## src/rtl/booth_div_if.sv

```systemverilog
// Operand/result bundle for the sequential signed divider.
// The controller drives through the master modport; the divider takes the slave side.
interface booth_div_if #(
    parameter int WIDTH = 16
) ();
    logic [WIDTH-1:0] x;
    logic [WIDTH-1:0] y;
    logic             start;
    logic [WIDTH-1:0] q;
    logic [WIDTH-1:0] r;
    logic             busy;
    logic             done;
    logic             dz;

    modport master (
        output x, y, start,
        input  q, r, busy, done, dz
    );

    modport slave (
        input  x, y, start,
        output q, r, busy, done, dz
    );
endinterface

```

## src/rtl/booth_div.sv

```systemverilog
// Sequential signed divider: non-restoring on magnitudes, one quotient bit per clock,
// then a single fix-up cycle applies remainder restore and C-truncating sign correction.
//
//   state | meaning
//   IDLE  | waiting for start; q/r/dz hold the last result
//   CALC  | WIDTH iterations, one quotient bit each, MSB first
//   FIX   | restore remainder, apply signs, register results, pulse done
module booth_div #(
    parameter int WIDTH = 16
) (
    input  logic        clk,
    input  logic        rst_n,
    booth_div_if.slave  dv
);
    localparam int CW = $clog2(WIDTH);

    typedef enum logic [1:0] {IDLE, CALC, FIX} state_t;

    state_t           state_q, state_d;
    logic [CW-1:0]    cnt_q, cnt_d;
    logic [WIDTH:0]   pr_q, pr_d;
    logic [WIDTH-1:0] a_q, a_d;
    logic [WIDTH-1:0] ay_q, ay_d;
    logic             sx_q, sx_d;
    logic             sq_q, sq_d;
    logic             yz_q, yz_d;
    logic [WIDTH-1:0] q_q, q_d;
    logic [WIDTH-1:0] r_q, r_d;
    logic             dz_q, dz_d;
    logic             done_q, done_d;

    logic [WIDTH:0]   ay_ext;
    logic [WIDTH:0]   sh;
    logic [WIDTH:0]   step;
    logic [WIDTH:0]   rem;

    always_ff @(posedge clk or negedge rst_n) begin
        if (!rst_n) begin
            state_q <= IDLE;
            cnt_q   <= '0;
            pr_q    <= '0;
            a_q     <= '0;
            ay_q    <= '0;
            sx_q    <= 1'b0;
            sq_q    <= 1'b0;
            yz_q    <= 1'b0;
            q_q     <= '0;
            r_q     <= '0;
            dz_q    <= 1'b0;
            done_q  <= 1'b0;
        end else begin
            state_q <= state_d;
            cnt_q   <= cnt_d;
            pr_q    <= pr_d;
            a_q     <= a_d;
            ay_q    <= ay_d;
            sx_q    <= sx_d;
            sq_q    <= sq_d;
            yz_q    <= yz_d;
            q_q     <= q_d;
            r_q     <= r_d;
            dz_q    <= dz_d;
            done_q  <= done_d;
        end
    end

    // The dividend register doubles as the quotient: bits shift out into the
    // partial remainder at the top while new quotient bits enter at the bottom.
    always_comb begin
        state_d = state_q;
        cnt_d   = cnt_q;
        pr_d    = pr_q;
        a_d     = a_q;
        ay_d    = ay_q;
        sx_d    = sx_q;
        sq_d    = sq_q;
        yz_d    = yz_q;
        q_d     = q_q;
        r_d     = r_q;
        dz_d    = dz_q;
        done_d  = 1'b0;

        ay_ext = {1'b0, ay_q};
        sh     = {pr_q[WIDTH-1:0], a_q[WIDTH-1]};
        step   = pr_q[WIDTH] ? (sh + ay_ext) : (sh - ay_ext);
        rem    = pr_q[WIDTH] ? (pr_q + ay_ext) : pr_q;

        unique case (state_q)
            IDLE: begin
                if (dv.start) begin
                    sx_d    = dv.x[WIDTH-1];
                    sq_d    = dv.x[WIDTH-1] ^ dv.y[WIDTH-1];
                    yz_d    = (dv.y == '0);
                    a_d     = dv.x[WIDTH-1] ? -dv.x : dv.x;
                    ay_d    = dv.y[WIDTH-1] ? -dv.y : dv.y;
                    pr_d    = '0;
                    cnt_d   = CW'(WIDTH - 1);
                    state_d = CALC;
                end
            end
            CALC: begin
                pr_d = step;
                a_d  = {a_q[WIDTH-2:0], ~step[WIDTH]};
                if (cnt_q == '0) begin
                    state_d = FIX;
                end else begin
                    cnt_d = cnt_q - 1'b1;
                end
            end
            FIX: begin
                // With a zero divisor the remainder naturally ends up as |x|, so r = x falls out.
                q_d     = yz_q ? '1 : (sq_q ? -a_q : a_q);
                r_d     = sx_q ? -rem[WIDTH-1:0] : rem[WIDTH-1:0];
                dz_d    = yz_q;
                done_d  = 1'b1;
                state_d = IDLE;
            end
            default: state_d = IDLE;
        endcase
    end

    assign dv.q    = q_q;
    assign dv.r    = r_q;
    assign dv.dz   = dz_q;
    assign dv.done = done_q;
    assign dv.busy = (state_q != IDLE);
endmodule

```

## src/flat_wrapper.sv

```systemverilog
// flat-port wrapper written by rule: the top's interface ports become plain ports
module booth_div_flat 
#(
    parameter int WIDTH = 16
)
  (clk, rst_n, dv_x, dv_y, dv_start, dv_q, dv_r, dv_busy, dv_done, dv_dz);
  booth_div_if #(.WIDTH(WIDTH)) dv_i ();
  input  logic clk;
  input  logic rst_n;
  input wire logic [$bits(dv_i.x)-1:0] dv_x;
  input wire logic [$bits(dv_i.y)-1:0] dv_y;
  input wire logic [$bits(dv_i.start)-1:0] dv_start;
  output wire logic [$bits(dv_i.q)-1:0] dv_q;
  output wire logic [$bits(dv_i.r)-1:0] dv_r;
  output wire logic [$bits(dv_i.busy)-1:0] dv_busy;
  output wire logic [$bits(dv_i.done)-1:0] dv_done;
  output wire logic [$bits(dv_i.dz)-1:0] dv_dz;
  assign dv_i.x = dv_x;
  assign dv_i.y = dv_y;
  assign dv_i.start = dv_start;
  assign dv_q = dv_i.q;
  assign dv_r = dv_i.r;
  assign dv_busy = dv_i.busy;
  assign dv_done = dv_i.done;
  assign dv_dz = dv_i.dz;
  booth_div #(.WIDTH(WIDTH)) u_core (.clk(clk), .rst_n(rst_n), .dv(dv_i));
endmodule
```

## config.mk

```make
export PLATFORM = sky130hd
export DESIGN_NAME = booth_div_flat
export DESIGN_NICKNAME = d
export VERILOG_FILES = /design/src/rtl/booth_div_if.sv /design/src/rtl/booth_div.sv /design/src/flat_wrapper.sv
export SDC_FILE = /design/constraint.sdc
export NUM_CORES = 1
export LEC_CHECK = 0
export BUFFER_PORTS_ARGS = -buffer_cell sky130_fd_sc_hd__buf_2
export CORE_ASPECT_RATIO = 1.4
export CORE_MARGIN = 5
export CORE_UTILIZATION = 54
export DETAILED_ROUTE_END_ITERATION = 8
export GPL_ROUTABILITY_DRIVEN = 0
export MAX_ROUTING_LAYER = met4
export PLACE_DENSITY_LB_ADDON = 0.15
export RECOVER_POWER = 50
export SYNTH_ARGS = -nofsm -noshare
export SYNTH_HDL_FRONTEND = slang
export SYNTH_SLANG_ARGS = --single-unit
```

## constraint.sdc

```tcl
create_clock -name clk -period 3.9 [get_ports clk]
set_input_delay 0.39 -clock clk [delete_from_list [all_inputs] [get_ports clk]]
set_output_delay 0.39 -clock clk [all_outputs]
set_load 0.005 [all_outputs]
```

Word level (Yosys, flattened, before mapping)
Index checks and enable logic that the tools add are counted.
{"block": "totals", "register_bits": 92, "in_bits": 35, "out_inout_bits": 35, "elab_cells": 54}
{"block": "classes", "add_sub_neg": 8, "n_eq_ne": 5, "mux": 18, "bitwise_logic": 2, "n_reduce_logical": 9}
{"operator": "two-way mux 16 bit", "count": 7}
{"operator": "negation 16 bit", "count": 4}
{"operator": "two-way mux 17 bit", "count": 2}
{"operator": "case mux 17 bit (2 select lines)", "count": 1}
{"operator": "case mux 16 bit (2 select lines)", "count": 1}
{"operator": "adder 17 x 16 -> 17 bit", "count": 1}
{"operator": "subtractor 17 x 16 -> 17 bit", "count": 1}
{"operator": "adder 16 bit", "count": 1}
{"operator": "zero test 16 bit", "count": 1}
{"operator": "two-way mux 4 bit", "count": 2}
{"operator": "case mux 4 bit (2 select lines)", "count": 1}
{"operator": "AND reduction 2 bit", "count": 3}
{"operator": "zero test 4 bit", "count": 1}
{"operator": "two-way mux 2 bit", "count": 2}
{"operator": "!= test 2 bit, second input constant", "count": 2}
{"operator": "case mux 2 bit (2 select lines)", "count": 1}
{"operator": "nonzero test 2 bit", "count": 2}
{"operator": "subtractor 4 x 1 -> 4 bit, second input constant", "count": 1}
{"operator": "AND reduction 3 bit", "count": 1}
{"operator": "== test 2 x 1 -> 1 bit, second input constant", "count": 1}
{"operator": "== test 2 bit, second input constant", "count": 1}
{"operator": "zero test 2 bit", "count": 1}
{"operator": "!= test 2 x 1 -> 1 bit, second input constant", "count": 1}
{"operator": "two-way mux 1 bit", "count": 1}
{"operator": "2 further kinds", "count": 2}

Longest topological paths before layout
{"block": "depth", "ltp_word": 4, "ltp_mapped": 17, "depth_no_buf": 14}

Worst setup path before layout
No wires, ideal clock.
{"block": "synth_timing", "kind": "reg-to-reg", "startpoint": "register u_core.pr_q[16]", "endpoint": "register u_core.pr_q[14]", "t_arrival_ns": 3.962, "required_ns": 3.778, "path_slack_ns": -0.183, "stages_incl_launch_ff": 18, "period_less_slack_ns": 4.083, "cell_sequence": "dfrtp_1 > buf_2 > buf_1 > buf_1 > clkbuf_1 > clkbuf_1 > nor2_1 > xor2_1 > ha_1 > nor2b_1 > o21a_1 > o21ai_0 > a21oi_1 > o21ai_0 > a31oi_1 > o21a_1 > or3_1 > a32o_1"}
{"block": "synth_between", "elab_chain_len": 2}
{"element": "start: declaration", "line_no": "booth_div.sv:21", "text": "logic [WIDTH:0] pr_q, pr_d;"}
{"element": "start signal: assignment", "line_no": "booth_div.sv:54", "text": "pr_q <= pr_d;"}
{"element": "two-way mux 17 bit", "line_no": "booth_div.sv:85", "text": "step = pr_q[WIDTH] ? (sh + ay_ext) : (sh - ay_ext);"}
{"element": "case mux 17 bit (2 select lines)", "line_no": "booth_div.sv:88", "text": "unique case (state_q)"}
Every way passes these cells.
A chain may end at the register's enable or synchronous reset.

Worst setup path after layout
{"block": "layout_timing", "startpoint": "register u_core.ay_q[1]", "endpoint": "register u_core.a_q[0]"}
{"block": "layout_between", "elab_chain_len": 4, "elab_cells_between_ends": 5, "classes_between": "2 x add/sub; 2 x mux; 1 x bitwise"}
{"element": "start: declaration", "line_no": "booth_div.sv:23", "text": "logic [WIDTH-1:0] ay_q, ay_d;"}
{"element": "start signal: assignment", "line_no": "booth_div.sv:56", "text": "ay_q <= ay_d;"}
{"element": "subtractor 17 x 16 -> 17 bit or adder 17 x 16 -> 17 bit (tied branches)", "line_no": "booth_div.sv:85"}
{"element": "two-way mux 17 bit (*)", "line_no": "booth_div.sv:85"}
{"element": "inverter 1 bit (*)", "line_no": "booth_div.sv:103", "text": "a_d = {a_q[WIDTH-2:0], ~step[WIDTH]};"}
{"element": "case mux 16 bit (2 select lines) (*)", "line_no": "booth_div.sv:88"}
{"element": "end signal: assignment", "line_no": "booth_div.sv:42", "text": "a_q <= '0;"}
{"element": "end signal: assignment", "line_no": "booth_div.sv:55", "text": "a_q <= a_d;"}
{"element": "end: declaration", "line_no": "booth_div.sv:22", "text": "logic [WIDTH-1:0] a_q, a_d;"}
Every way passes the cells marked *; elsewhere a longest branch is shown, timed or not.

==> reports/results.txt <==
ys async rst share = 1.00
num ports = 70
Final Max Tran Viols = 69
Worst Path Max Fanout = 7
setup slack after layout = 285 ps
Post-Place Worst Slack = 266 ps
clk buf depth = 2
initial antenna violation count = 0
mapped cell area = 6690 µm²
share of the synthesized area in the top cell type = 0.344
cells along the critical path = inv_1, ha_1, nor2_1, xor2_1, ha_1, nor2b_1, o21a_1, o21ai_0, a21oi_1, o21ai_0, a31oi_1, o41ai_1, mux2i_1, and3_1
Clock Latency Late Sink = 340 ps
endpoints failing setup = 0
H-tree Lvls = 3
Initial Util = 0.546
DIE WIDTH = 104 µm
violated checks = max-capacitance violations, max-slew violations
final hold vios = 0
CTS tree = yes
layout cells sized above 1 = 0.120
cts bufs inserted = 9
clk slew on worst S/H paths = 70 ps
leakage dissipation = 3.45 nW
minimum hold slack = 314 ps
Worst-Margin Slew = 1700 ps
Antenna Diode Count = 0
CP Data Required Time = 4180 ps
CP max stage cell = dfrtp_1
Synth Net Count = 856
root buffer cell = clkbuf_16
crit-path leading delay family = compound AO/OA/AOI/OAI gates
row count = 48
routed len/inst = 16.9 µm
post-synthesis cell type count = 69
critical path startpoint category = register
synth cell count leaders = dfrtp_1 (92), nand2_1 (92), o21ai_0 (85)
Post-CTS Setup Repair Bufs = 0
Finished Layout Cells = 989
Yosys reg bits = 92
Fillers = 1,115
Total Wirelength = 16,700 µm
max incr delay on CP = 490 ps
Arr. time, crit path = 3900 ps
Final HPWL DP = 13,000 µm
M2 GR Usage = 0.433
power density over the cells = 1100 nW/µm²
DR DRC count = 0
DRT iter0 DRCs = 292
Clock Skews = 7.88 ps
Max-Cap Viols = 1
fin crit share = 0.927
global-route layer with the greatest usage = met2
Post-Route Setup TNS = 0 ps
remaining antenna violation count = 0
Avg Vias per Cell = 5.96
first-pass GRT wire length = 28,300 µm
Worst VDD drop = 475 µV
Fmax = 0.277 GHz
status = finished with violations
Post-synth EDFFs = 0
Crit. End Element = register
Yosys top cell by area = dfrtp_1
core area = 12,300 µm²
Worst Hold Class = in -> reg
largest net degree at the start of global routing = 69
Synth Flop Type = dfrtp_1
Period minus WS final = 3610 ps
Avg Synthesized Cell Area = 8.56 µm²
Die H = 142 µm
Overflow after GRT = 0
met3 GRT Util = 0.0314
post-placement cell count = 973
sequential cell area fraction in the yosys report = 0.344
Die Area = 14,700 µm²
Area contributors post-synth = dfrtp_1 (34%), ha_1 (7.1%), xor2_1 (6.8%), o21ai_0 (6.4%), nand2_1 (5.2%)
Post-Synthesis Cells = 781
CP bufs+invs = 1
synthesis-to-layout area growth = 11.0%
RSZ-0062 raised after global routing = false
M1 GR Usage = 0.258
clk sinks = 92
router iterations before antenna repair = 5
total number of vias = 5,894
Synthesis Warnings = 0
nets@finish = 909
PortBufs = 69
Slew Limit Headroom = -0.131
Final Power = 8.18 mW
Total GRT Usage = 0.237
CP Class = reg -> reg
vias in the first global route = 5,945
-- area by class of cell --
class / instances / area [µm²] / area share
Clock buffer: 9 / 225 / 0.0303
Clock inverter: 7 / 85.1 / 0.0115
Inverter: 28 / 105 / 0.0142
Multi-Input combinational cell: 628 / 4140 / 0.558
Sequential cell: 92 / 2300 / 0.310
Tap cell: 150 / 188 / 0.0253
Timing Repair Buffer: 75 / 378 / 0.0509
-- layer usage --
layer	up-vias	wire [µm]
met5	-	0
met2	169	8930
met4	0	629
met1	2789	6450
li1	2903	-
met3	33	719
-- flip-flops by register name, indices dropped and copies added, names as in the netlist --
register / cells
u_core.sx_q: 1
u_core.state_q: 2
u_core.a_q: 16
u_core.dv.dz: 1
u_core.dv.r: 16
u_core.sq_q: 1
u_core.cnt_q: 4
u_core.dv.done: 1
u_core.pr_q: 17
u_core.yz_q: 1
u_core.dv.q: 16
u_core.ay_q: 16
-- kinds of logic after synthesis --
kind of cell,share of synthesized area
and+or+nand+nor,0.180
AOI/OAI and AO/OA,0.217
DFF,0.344
xor gates and xnor gates,0.119
buffers and inverters,0.0374
adders and majority gates,0.0771
muxes,0.0254
-- power by group --
group | switching, mW | total [mW] | internal, mW
combinational | 2.96 | 5.31 | 2.35
clock | 0.404 | 0.916 | 0.512
sequential | 0.563 | 1.95 | 1.39
-- tightest hold or removal path, cell delays in order --
cell	delay (ps)
buf_2	110
nand2_1	50
o21ai_0	60
-- placed cells by master (no fill, tap or decap), types with 5 or more instances in the layout --
cell and n:
o21ai_1 5, nor4_1 8, mux2i_1 10, clkbuf_1 7
clkbuf_16 9, inv_1 28, nand3_1 17, and2_1 5
and3_1 6, buf_2 61, a31oi_1 9, xor2_1 52
nor2_1 57, o41ai_1 8, xnor2_1 36, a21o_1 10
o21ai_0 85, buf_4 5, a211oi_1 6, ha_1 38
o31ai_1 11, or3_1 13, nor2b_1 6, a21oi_1 49
o21a_1 5, dfrtp_1 92, mux2_2 5, a22oi_1 13
nand2_1 92, nor3_1 20, nand2b_1 11
-- worst paths after layout --
kind / start / endpoint / slack, ps / depth (start not counted)
worst max register to register: u_core.ay_q[1] / u_core.a_q[0] / 290 / 14
max in group asynchronous: rst_n / u_core.cnt_q[0] / 1400 / 2
worst min register to register: u_core.dv.r[9] / u_core.dv.r[9] / 470 / 2
worst max-delay path: u_core.ay_q[1] / u_core.a_q[0] / 290 / 14
min in group asynchronous: rst_n / u_core.dv.r[3] / 490 / 1
worst min-delay path: dv_y[0] / u_core.ay_q[0] / 310 / 3
-- stage by stage --
step	area, µm²	utilization
after floorplan	6690	-
after global placement	7130	0.582
after detailed placement	7130	0.582
after CTS	7440	0.607
after global routing	7430	0.606
final	7430	0.606
-- timing repair --
item	CTS	global route
endpoints found under the setup margin	0	5
resized for setup	0	1
hold buffers	0	0
Note: power is estimated with default switching activity, not from simulation.
